**src/rtl/key_step_pkg.sv**
```systemverilog
// ---------------------------------------------------------------------------
// key_step_pkg
// Shared types and helpers for the key_step_ctrl key conditioner.
//   rpt_state_t      : per-key auto-repeat FSM state
//   cnt_width()      : counter width able to hold 0 .. n-1 with one spare bit
//   rpt_cnt_width()  : repeat counter width covering both delay and period
// ---------------------------------------------------------------------------
package key_step_pkg;

    typedef enum logic [1:0] {
        R_IDLE   = 2'd0,
        R_DELAY  = 2'd1,
        R_PERIOD = 2'd2
    } rpt_state_t;

    function automatic int cnt_width(input int n);
        return $clog2(n) + 1;
    endfunction

    function automatic int rpt_cnt_width(input int delay_cycles, input int period_cycles);
        return cnt_width((delay_cycles > period_cycles) ? delay_cycles : period_cycles);
    endfunction

endpackage

```
**src/rtl/key_channel.sv**
```systemverilog
// ---------------------------------------------------------------------------
// key_channel
// One pushbutton: two-flop synchroniser, counter debouncer, registered
// press/release strobes and an auto-repeat FSM.
// Ports:
//   i_clk        system clock
//   i_rst        asynchronous active-high reset
//   i_key_raw    raw asynchronous key level
//   i_repeat_en  auto-repeat enable (already synchronous)
//   o_level      debounced level, 1 = pressed
//   o_press      one-cycle strobe on an accepted press
//   o_release    one-cycle strobe on an accepted release
//   o_strobe     press strobe OR repeat strobe
// ---------------------------------------------------------------------------
module key_channel
    import key_step_pkg::*;
#(
    parameter int DEBOUNCE_CYCLES = 50000,
    parameter int REPEAT_DELAY    = 25000000,
    parameter int REPEAT_PERIOD   = 5000000,
    parameter int ACTIVE_LOW      = 1
) (
    input  logic i_clk,
    input  logic i_rst,
    input  logic i_key_raw,
    input  logic i_repeat_en,
    output logic o_level,
    output logic o_press,
    output logic o_release,
    output logic o_strobe
);

    localparam int DW = cnt_width(DEBOUNCE_CYCLES);
    localparam int RW = rpt_cnt_width(REPEAT_DELAY, REPEAT_PERIOD);

    localparam logic [DW-1:0] DEB_LAST = DW'(DEBOUNCE_CYCLES - 1);
    localparam logic [RW-1:0] DLY_LAST = RW'(REPEAT_DELAY - 1);
    localparam logic [RW-1:0] PER_LAST = RW'(REPEAT_PERIOD - 1);

    // Normalise so that 1 always means pressed before the first flop.
    logic w_key_norm;
    assign w_key_norm = (ACTIVE_LOW != 0) ? ~i_key_raw : i_key_raw;

    logic r_sync1, r_sync2;
    logic r_level;
    logic [DW-1:0] r_cnt;
    rpt_state_t r_state;
    logic [RW-1:0] r_rc;
    logic r_press, r_release, r_strobe;

    logic w_level_next;
    logic [DW-1:0] w_cnt_next;
    logic w_acc_press, w_acc_release;
    rpt_state_t w_state_next;
    logic [RW-1:0] w_rc_next;
    logic w_rpt_fire;

    // Debouncer: any sample equal to the stable level restarts the count.
    always_comb begin
        w_level_next  = r_level;
        w_cnt_next    = r_cnt;
        w_acc_press   = 1'b0;
        w_acc_release = 1'b0;
        if (r_sync2 == r_level) begin
            w_cnt_next = '0;
        end else if (r_cnt == DEB_LAST) begin
            w_level_next  = r_sync2;
            w_cnt_next    = '0;
            w_acc_press   = r_sync2;
            w_acc_release = ~r_sync2;
        end else begin
            w_cnt_next = r_cnt + 1'b1;
        end
    end

    // Repeat FSM. Release wins over everything; dropping the enable
    // parks the FSM in R_DELAY so the full delay is served again.
    always_comb begin
        w_state_next = r_state;
        w_rc_next    = r_rc;
        w_rpt_fire   = 1'b0;
        if (w_acc_release) begin
            w_state_next = R_IDLE;
            w_rc_next    = '0;
        end else begin
            case (r_state)
                R_IDLE: begin
                    if (w_acc_press) begin
                        w_state_next = R_DELAY;
                        w_rc_next    = '0;
                    end
                end
                R_DELAY: begin
                    if (!i_repeat_en) begin
                        w_rc_next = '0;
                    end else if (r_rc == DLY_LAST) begin
                        w_rpt_fire   = 1'b1;
                        w_rc_next    = '0;
                        w_state_next = R_PERIOD;
                    end else begin
                        w_rc_next = r_rc + 1'b1;
                    end
                end
                R_PERIOD: begin
                    if (!i_repeat_en) begin
                        w_rc_next    = '0;
                        w_state_next = R_DELAY;
                    end else if (r_rc == PER_LAST) begin
                        w_rpt_fire = 1'b1;
                        w_rc_next  = '0;
                    end else begin
                        w_rc_next = r_rc + 1'b1;
                    end
                end
                default: begin
                    w_state_next = R_IDLE;
                    w_rc_next    = '0;
                end
            endcase
        end
    end

    always_ff @(posedge i_clk or posedge i_rst) begin
        if (i_rst) begin
            r_sync1   <= 1'b0;
            r_sync2   <= 1'b0;
            r_level   <= 1'b0;
            r_cnt     <= '0;
            r_state   <= R_IDLE;
            r_rc      <= '0;
            r_press   <= 1'b0;
            r_release <= 1'b0;
            r_strobe  <= 1'b0;
        end else begin
            r_sync1   <= w_key_norm;
            r_sync2   <= r_sync1;
            r_level   <= w_level_next;
            r_cnt     <= w_cnt_next;
            r_state   <= w_state_next;
            r_rc      <= w_rc_next;
            r_press   <= w_acc_press;
            r_release <= w_acc_release;
            r_strobe  <= w_acc_press | w_rpt_fire;
        end
    end

    assign o_level   = r_level;
    assign o_press   = r_press;
    assign o_release = r_release;
    assign o_strobe  = r_strobe;

endmodule

```
**src/rtl/key_step_ctrl.sv**
```systemverilog
// ---------------------------------------------------------------------------
// key_step_ctrl
// NUM_KEYS independent key conditioners (synchronise, debounce, strobe,
// auto-repeat). KeyStrobe of the step key feeds the processor step enable.
// Ports:
//   Clk        system clock
//   Reset      asynchronous active-high reset
//   KeyIn      raw key levels
//   RepeatEn   per-key auto-repeat enable
//   KeyLevel   debounced levels, 1 = pressed
//   KeyPress   one-cycle accepted-press strobes
//   KeyRelease one-cycle accepted-release strobes
//   KeyStrobe  press OR repeat strobes
// ---------------------------------------------------------------------------
module key_step_ctrl
    import key_step_pkg::*;
#(
    parameter int NUM_KEYS        = 4,
    parameter int DEBOUNCE_CYCLES = 50000,
    parameter int REPEAT_DELAY    = 25000000,
    parameter int REPEAT_PERIOD   = 5000000,
    parameter int ACTIVE_LOW      = 1
) (
    input  logic                Clk,
    input  logic                Reset,
    input  logic [NUM_KEYS-1:0] KeyIn,
    input  logic [NUM_KEYS-1:0] RepeatEn,
    output logic [NUM_KEYS-1:0] KeyLevel,
    output logic [NUM_KEYS-1:0] KeyPress,
    output logic [NUM_KEYS-1:0] KeyRelease,
    output logic [NUM_KEYS-1:0] KeyStrobe
);

    generate
        for (genvar gi = 0; gi < NUM_KEYS; gi++) begin : g_key
            key_channel #(
                .DEBOUNCE_CYCLES (DEBOUNCE_CYCLES),
                .REPEAT_DELAY    (REPEAT_DELAY),
                .REPEAT_PERIOD   (REPEAT_PERIOD),
                .ACTIVE_LOW      (ACTIVE_LOW)
            ) u_channel (
                .i_clk       (Clk),
                .i_rst       (Reset),
                .i_key_raw   (KeyIn[gi]),
                .i_repeat_en (RepeatEn[gi]),
                .o_level     (KeyLevel[gi]),
                .o_press     (KeyPress[gi]),
                .o_release   (KeyRelease[gi]),
                .o_strobe    (KeyStrobe[gi])
            );
        end
    endgenerate

endmodule
```
**config.mk**
```make
export PLATFORM = sky130hd
export DESIGN_NAME = key_step_ctrl
export DESIGN_NICKNAME = d
export VERILOG_FILES = /design/src/rtl/key_step_pkg.sv /design/src/rtl/key_channel.sv /design/src/rtl/key_step_ctrl.sv
export SDC_FILE = /design/constraint.sdc
export NUM_CORES = 1
export LEC_CHECK = 0
export CORE_MARGIN = 2
export CORE_UTILIZATION = 50
export CTS_BUF_LIST = sky130_fd_sc_hd__clkbuf_8
export CTS_CLUSTER_SIZE = 28
export DETAILED_ROUTE_END_ITERATION = 10
export PLACE_DENSITY = 0.75
export SLEW_MARGIN = 5
export SYNTH_ARGS = -nofsm -noshare
export SYNTH_HDL_FRONTEND = slang
export SYNTH_SLANG_ARGS = --single-unit
export TNS_END_PERCENT = 50
```
**constraint.sdc**
```tcl
create_clock -name Clk -period 8.1 [get_ports Clk]
set_clock_uncertainty 0.15 [all_clocks]
set_input_delay 1.62 -clock Clk [delete_from_list [all_inputs] [get_ports Clk]]
set_output_delay 1.62 -clock Clk [all_outputs]
set_load 0.01 [all_outputs]
```
# == After elaboration in Yosys (flattened, before gate mapping) ==
# Cells that the tools add are included.
# word_totals
reg_bits,204
out_inout_bits,16
elab_cells,212
# op_classes
addsub,8
eq_ne,40
mux,100
n_bitwise,16
reduce_logical,12
# op_table
op,count
26-bit two-way mux,24
26-bit case mux with 3 select lines,4
17-bit two-way mux,8
"26-bit by 1-bit adder with 26-bit output, second input constant",4
"26-bit by 23-bit == test with 1-bit output, second input constant",4
"26-bit by 25-bit == test with 1-bit output, second input constant",4
"17-bit by 1-bit adder with 17-bit output, second input constant",4
"17-bit by 16-bit == test with 1-bit output, second input constant",4
2-bit two-way mux,20
1-bit two-way mux,36
"3-bit by 1-bit != test with 1-bit output, second input constant",8
"3-bit by 2-bit != test with 1-bit output, second input constant",8
2-bit case mux with 3 select lines,4
4-bit AND reduction,4
1-bit NOT,12
"2-bit by 1-bit == test with 1-bit output, second input constant",4
"2-bit == test, second input constant",4
2-bit logical NOT,4
1-bit case mux with 2 select lines,4
2-bit AND reduction,4
1-bit == test,4
1-bit bitwise OR,4

# == Longest topological paths before layout ==
# depth
ltp_word,6
depth_mapped,10
ltp_nobuf,8

# == Hierarchy ==
# Synthesis repeated with hierarchy kept, for this count alone.
# unflattened
hier_cells,1146
hier_area_um2,10945.5
# by_module_without_submodules
module,n_inst,cells_per_inst,area_each_um2,seq_area_each_um2
key_channel at g_key[0].u_channel ...,3,286,2742.6,1276.2
key_channel at g_key[3].u_channel,1,288,2717.6,1276.2

# == Least setup slack after synthesis ==
# Ideal clock, no wire load.
# synth_path
path_type,input -> register
start,input RepeatEn[0]
end,register g_key[0].u_channel.r_rc[22]
t_arrival_ns,2.768
required_time_ns,7.840
slack_ns,5.072
path_stages,6
n_path_buf,1
path_cell_list,nand2_1 -> a21o_1 -> a21oi_1 -> nand2_1 -> clkbuf_1 -> o41ai_1
# synth_between
elab_chain_cells,3
# synth_rtl
item,line,rtl
start: declaration,key_step_ctrl.sv:27,"input logic [NUM_KEYS-1:0] RepeatEn,"
"26-bit two-way mux, on equally long branches","key_channel.sv:105, key_channel.sv:94",
26-bit case mux with 3 select lines *,key_channel.sv:86,case (r_state)
26-bit two-way mux *,key_channel.sv:82,if (w_acc_release) begin
end signal: assignment,key_channel.sv:140,r_rc <= w_rc_next;
end: declaration,key_channel.sv:48,logic [RW-1:0] r_rc;
# Every way passes the cells marked *; elsewhere a longest branch is shown, timed or not.
# A chain may end at the register's enable or synchronous reset.

# == Final worst setup path ==
# layout_path
start,input RepeatEn[2]
end,register g_key[2].u_channel.r_rc[24]
# layout_between
elab_chain_cells,3
# layout_rtl
item,line
"26-bit two-way mux, on equally long branches","key_channel.sv:105, key_channel.sv:94"
26-bit case mux with 3 select lines *,key_channel.sv:86
26-bit two-way mux *,key_channel.sv:82
end signal: assignment,key_channel.sv:140
end: declaration,key_channel.sv:48
# Marks and branches as above.

==> results.json <==
{
  "drv_cap": 0,
  "rsz0062_at_grt": "no",
  "via_per_inst": 5.785,
  "combPwrFrac_pct": 2.3,
  "end_kind": "register",
  "die_height_um": 152.1,
  "pre_cts_slack_ns": 3.748,
  "first_pass_iters": 5,
  "crit_buf_inv": 1,
  "p_total_w": 0.002083,
  "final.min_clock_period_ns": 3.838,
  "p_sw_w": 0.0004697,
  "syn_avg_cell_area_um2": 9.181,
  "switching_share_pct": 22.55,
  "largest_register_ffs": 104,
  "slew_headroom_pct": 20.95,
  "hpwl_um": 14280,
  "io_buffers": 25,
  "synth-xor-area-share_pct": 6.392,
  "grt_start_max_net_pins": 128,
  "post_cts_buffers": 0,
  "synth-seq-cells": 204,
  "placementRows": 54,
  "nFillCells": 1890,
  "async_flop_share_pct": 100.0,
  "hp-class": "reg -> reg",
  "track_usage_pct": 19.24,
  "gp_congestion": 0.8175,
  "placed_area_mm2": 0.01133,
  "antenna_cells": 0,
  "tightest_slew_ns": 1.175,
  "leakage_nw": 5.246,
  "die_width_um": 152.1,
  "cp-start-kind": "primary input",
  "cts_tree": "done",
  "synth-seq-area-share_pct": 46.57,
  "drc": 0,
  "area_growth_pct": 10.44,
  "setup_ws_ns": 4.262,
  "nets": 1239,
  "cpLargestDelayFamily": "compound AO/OA/AOI/OAI gates",
  "antenna_found_initial": 0,
  "drtIter0Drc": 621,
  "cts_buffer_depth": 3,
  "cts_made_buffers": 37,
  "cts_root_buffer": "clkbuf_8",
  "synth_mux_area_share_pct": 0.8903,
  "fmax_mhz": 260.5,
  "cts_hold_buf": 0,
  "grt_pass1_vias": 8297,
  "path_class": "in -> reg",
  "start_util_pct": 50.54,
  "synth_compound_area_share_pct": 11.46,
  "setup_tns_ns": 0,
  "largest_register": "g_key.u_channel.r_rc",
  "synth_adder_area_share_pct": 2.739,
  "netlist_instances": 1194,
  "critPathSlowestCell": "a211oi_2",
  "coreArea_mm2": 0.02169,
  "syn-num-nets": 1228,
  "seqPwrFrac_pct": 49.7,
  "synth-edff-count": 0,
  "clock_latency_ns": 0.54,
  "maxSlewViolCount": 0,
  "hold_viol": 0,
  "crit_fanout": 16,
  "regToRegSetupSlack_ns": 4.77,
  "post_cts_resized": 0,
  "max-vdd-ir-drop_uv": 100.9,
  "wl_per_cell_um": 14.56,
  "power_density_mw_per_mm2": 172.1,
  "die-area_mm2": 0.02312,
  "cp_cell_sequence": "clkdlybuf4s50_1, and2_1, o41ai_2, a211oi_2, nand2_1, o311ai_0",
  "hold_slack_ns": 0.2004,
  "path_clk_slew_ns": 0.06,
  "cts.sinks": 204,
  "drtAntennaViolNets": 0,
  "via_count": 8747,
  "p_clk_share_pct": 48.0,
  "critPathRequiredTime_ns": 8.35,
  "grt_pass1_wl_um": 38830,
  "synth_cell_types": 61,
  "final_cell_area_mm2": 0.01211,
  "yosys_warnings": 0,
  "netlist_area_mm2": 0.01096,
  "largestRegisters": "g_key.u_channel.r_rc: 104 flops, g_key.u_channel.r_cnt: 68 flops, g_key.u_channel.r_state: 8 flops",
  "routed_wl_um": 22010,
  "synthSimpleGateAreaFrac_pct": 28.10,
  "ios": 26,
  "synthFlopType": "dfrtp_1",
  "cpPeakStageDelay_ns": 0.85,
  "arrival_ns": 4.09,
  "drive_gt1_share_pct": 6.981,
  "synth_top_family_by_area": "simple AND/OR/NAND/NOR gates",
  "setup_violations": 0,
  "p_int_w": 0.001613,
  "status": "finished clean",
  "htreeDepth": 2,
  "grt_overflow": 0,
  "fin_crit_sh_pct": 47.39
}
-- cell type report --
| cell class | count | area, um^2 | share of cell area [%] |
|---|---|---|---|
| clock buffer | 49 | 674.4 | 5.570 |
| clock inverter | 17 | 103.9 | 0.8578 |
| inverter | 35 | 138.9 | 1.147 |
| multi-input combinational | 896 | 5439 | 44.93 |
| sequential | 204 | 5105 | 42.17 |
| tap | 280 | 350.3 | 2.894 |
| timing repair buffer | 31 | 295.3 | 2.439 |
-- worst register-to-register path, stage by stage (launching register included) --
cell	delay (ns)
dfrtp_1	0.38
ha_1	0.19
and3_1	0.27
nand4_1	0.22
or2_2	0.42
o21ai_1	0.49
nand2_1	0.57
o311ai_0	0.51
-- metrics by stage --
stage,util [%],cells
floorplan,-,1194
global placement,52.23,1446
detailed placement,52.23,1446
CTS,55.82,1512
global route,55.82,1512
finish,55.82,1512
-- cell families (layout without fill, tap and decap cells) --
kind of cell	count (synthesis)	in the layout
buf+inv	94	132
fa+ha+maj	24	24
simple gates	610	610
flops	204	204
mux	9	9
compound gates	173	173
xor+xnor	80	80
-- per-layer routing --
metal	up-vias	share of wire, %	track usage, %
met5	-	0	0
met3	29	4.6	3.651
met4	0	1.5	5.741
met2	191	47	30.67
li1	4323	-	-
met1	4204	47	26.90
-- cell usage in the layout, fill, tap and decap left out, drive strengths merged, types with 24 or more instances in the layout --
master	count
nor2	139
xor2	43
nand2	135
inv	44
o21ai	35
ha	24
clkdlybuf4s50	25
dfrtp	204
nor3	34
xnor2	37
o311ai	35
nand4	45
and3	29
nand3	109
clkbuf	49
-- power by group through the flow --
stage | Combinational [W] | Sequential [W] | Clock (W)
final | 0.0000480 | 0.00104 | 0.00100
after global routing | 0.0000571 | 0.00104 | 0.00107
after CTS | 0.0000502 | 0.00103 | 0.00103
after detailed placement | 0.0000501 | 0.00105 | 0
after global placement | 0.0000497 | 0.00105 | 0
after floorplan | 0.0000347 | 0.00105 | 0
-- cells in the mapped netlist, types with 8 or more instances --
cell type	count	area share (%)
dfrtp_1	204	47
nor2_1	139	4.8
nand2_1	135	4.6
nand3_1	109	5.0
nand4_1	45	2.6
xor2_1	43	3.4
clkbuf_1	41	1.4
xnor2_1	37	3.0
inv_1	35	1.2
nor3_1	34	1.6
o21ai_0	34	1.6
o311ai_0	32	2.6
and3_1	29	1.7
ha_1	24	2.7
o31ai_1	19	1.3
buf_4	16	1.1
or3_1	16	0.91
a21oi_1	15	0.68
nor4_1	15	0.86
and2_1	14	0.80
a22o_1	13	1.0
a21o_1	12	0.82
nand2b_1	11	0.63
nor4b_1	9	0.72
or2_2	9	0.51
a31oi_1	8	0.46
and4_1	8	0.64
or4_1	8	0.55
-- final timing paths --
kind | from | endpoint | depth (start not counted)
setup / recovery | RepeatEn[2] | g_key[2].u_channel.r_rc[24] | 6
hold / removal | g_key[0].u_channel.r_sync1 | g_key[0].u_channel.r_sync2 | 0
setup reg to reg | g_key[1].u_channel.r_cnt[0] | g_key[1].u_channel.r_rc[23] | 7
hold reg to reg | g_key[0].u_channel.r_sync1 | g_key[0].u_channel.r_sync2 | 0
max in group asynchronous | Reset | g_key[2].u_channel.r_rc[5] | 3
min in group asynchronous | Reset | g_key[0].u_channel.r_state[1] | 2
Power figures use the tool's default switching activity.
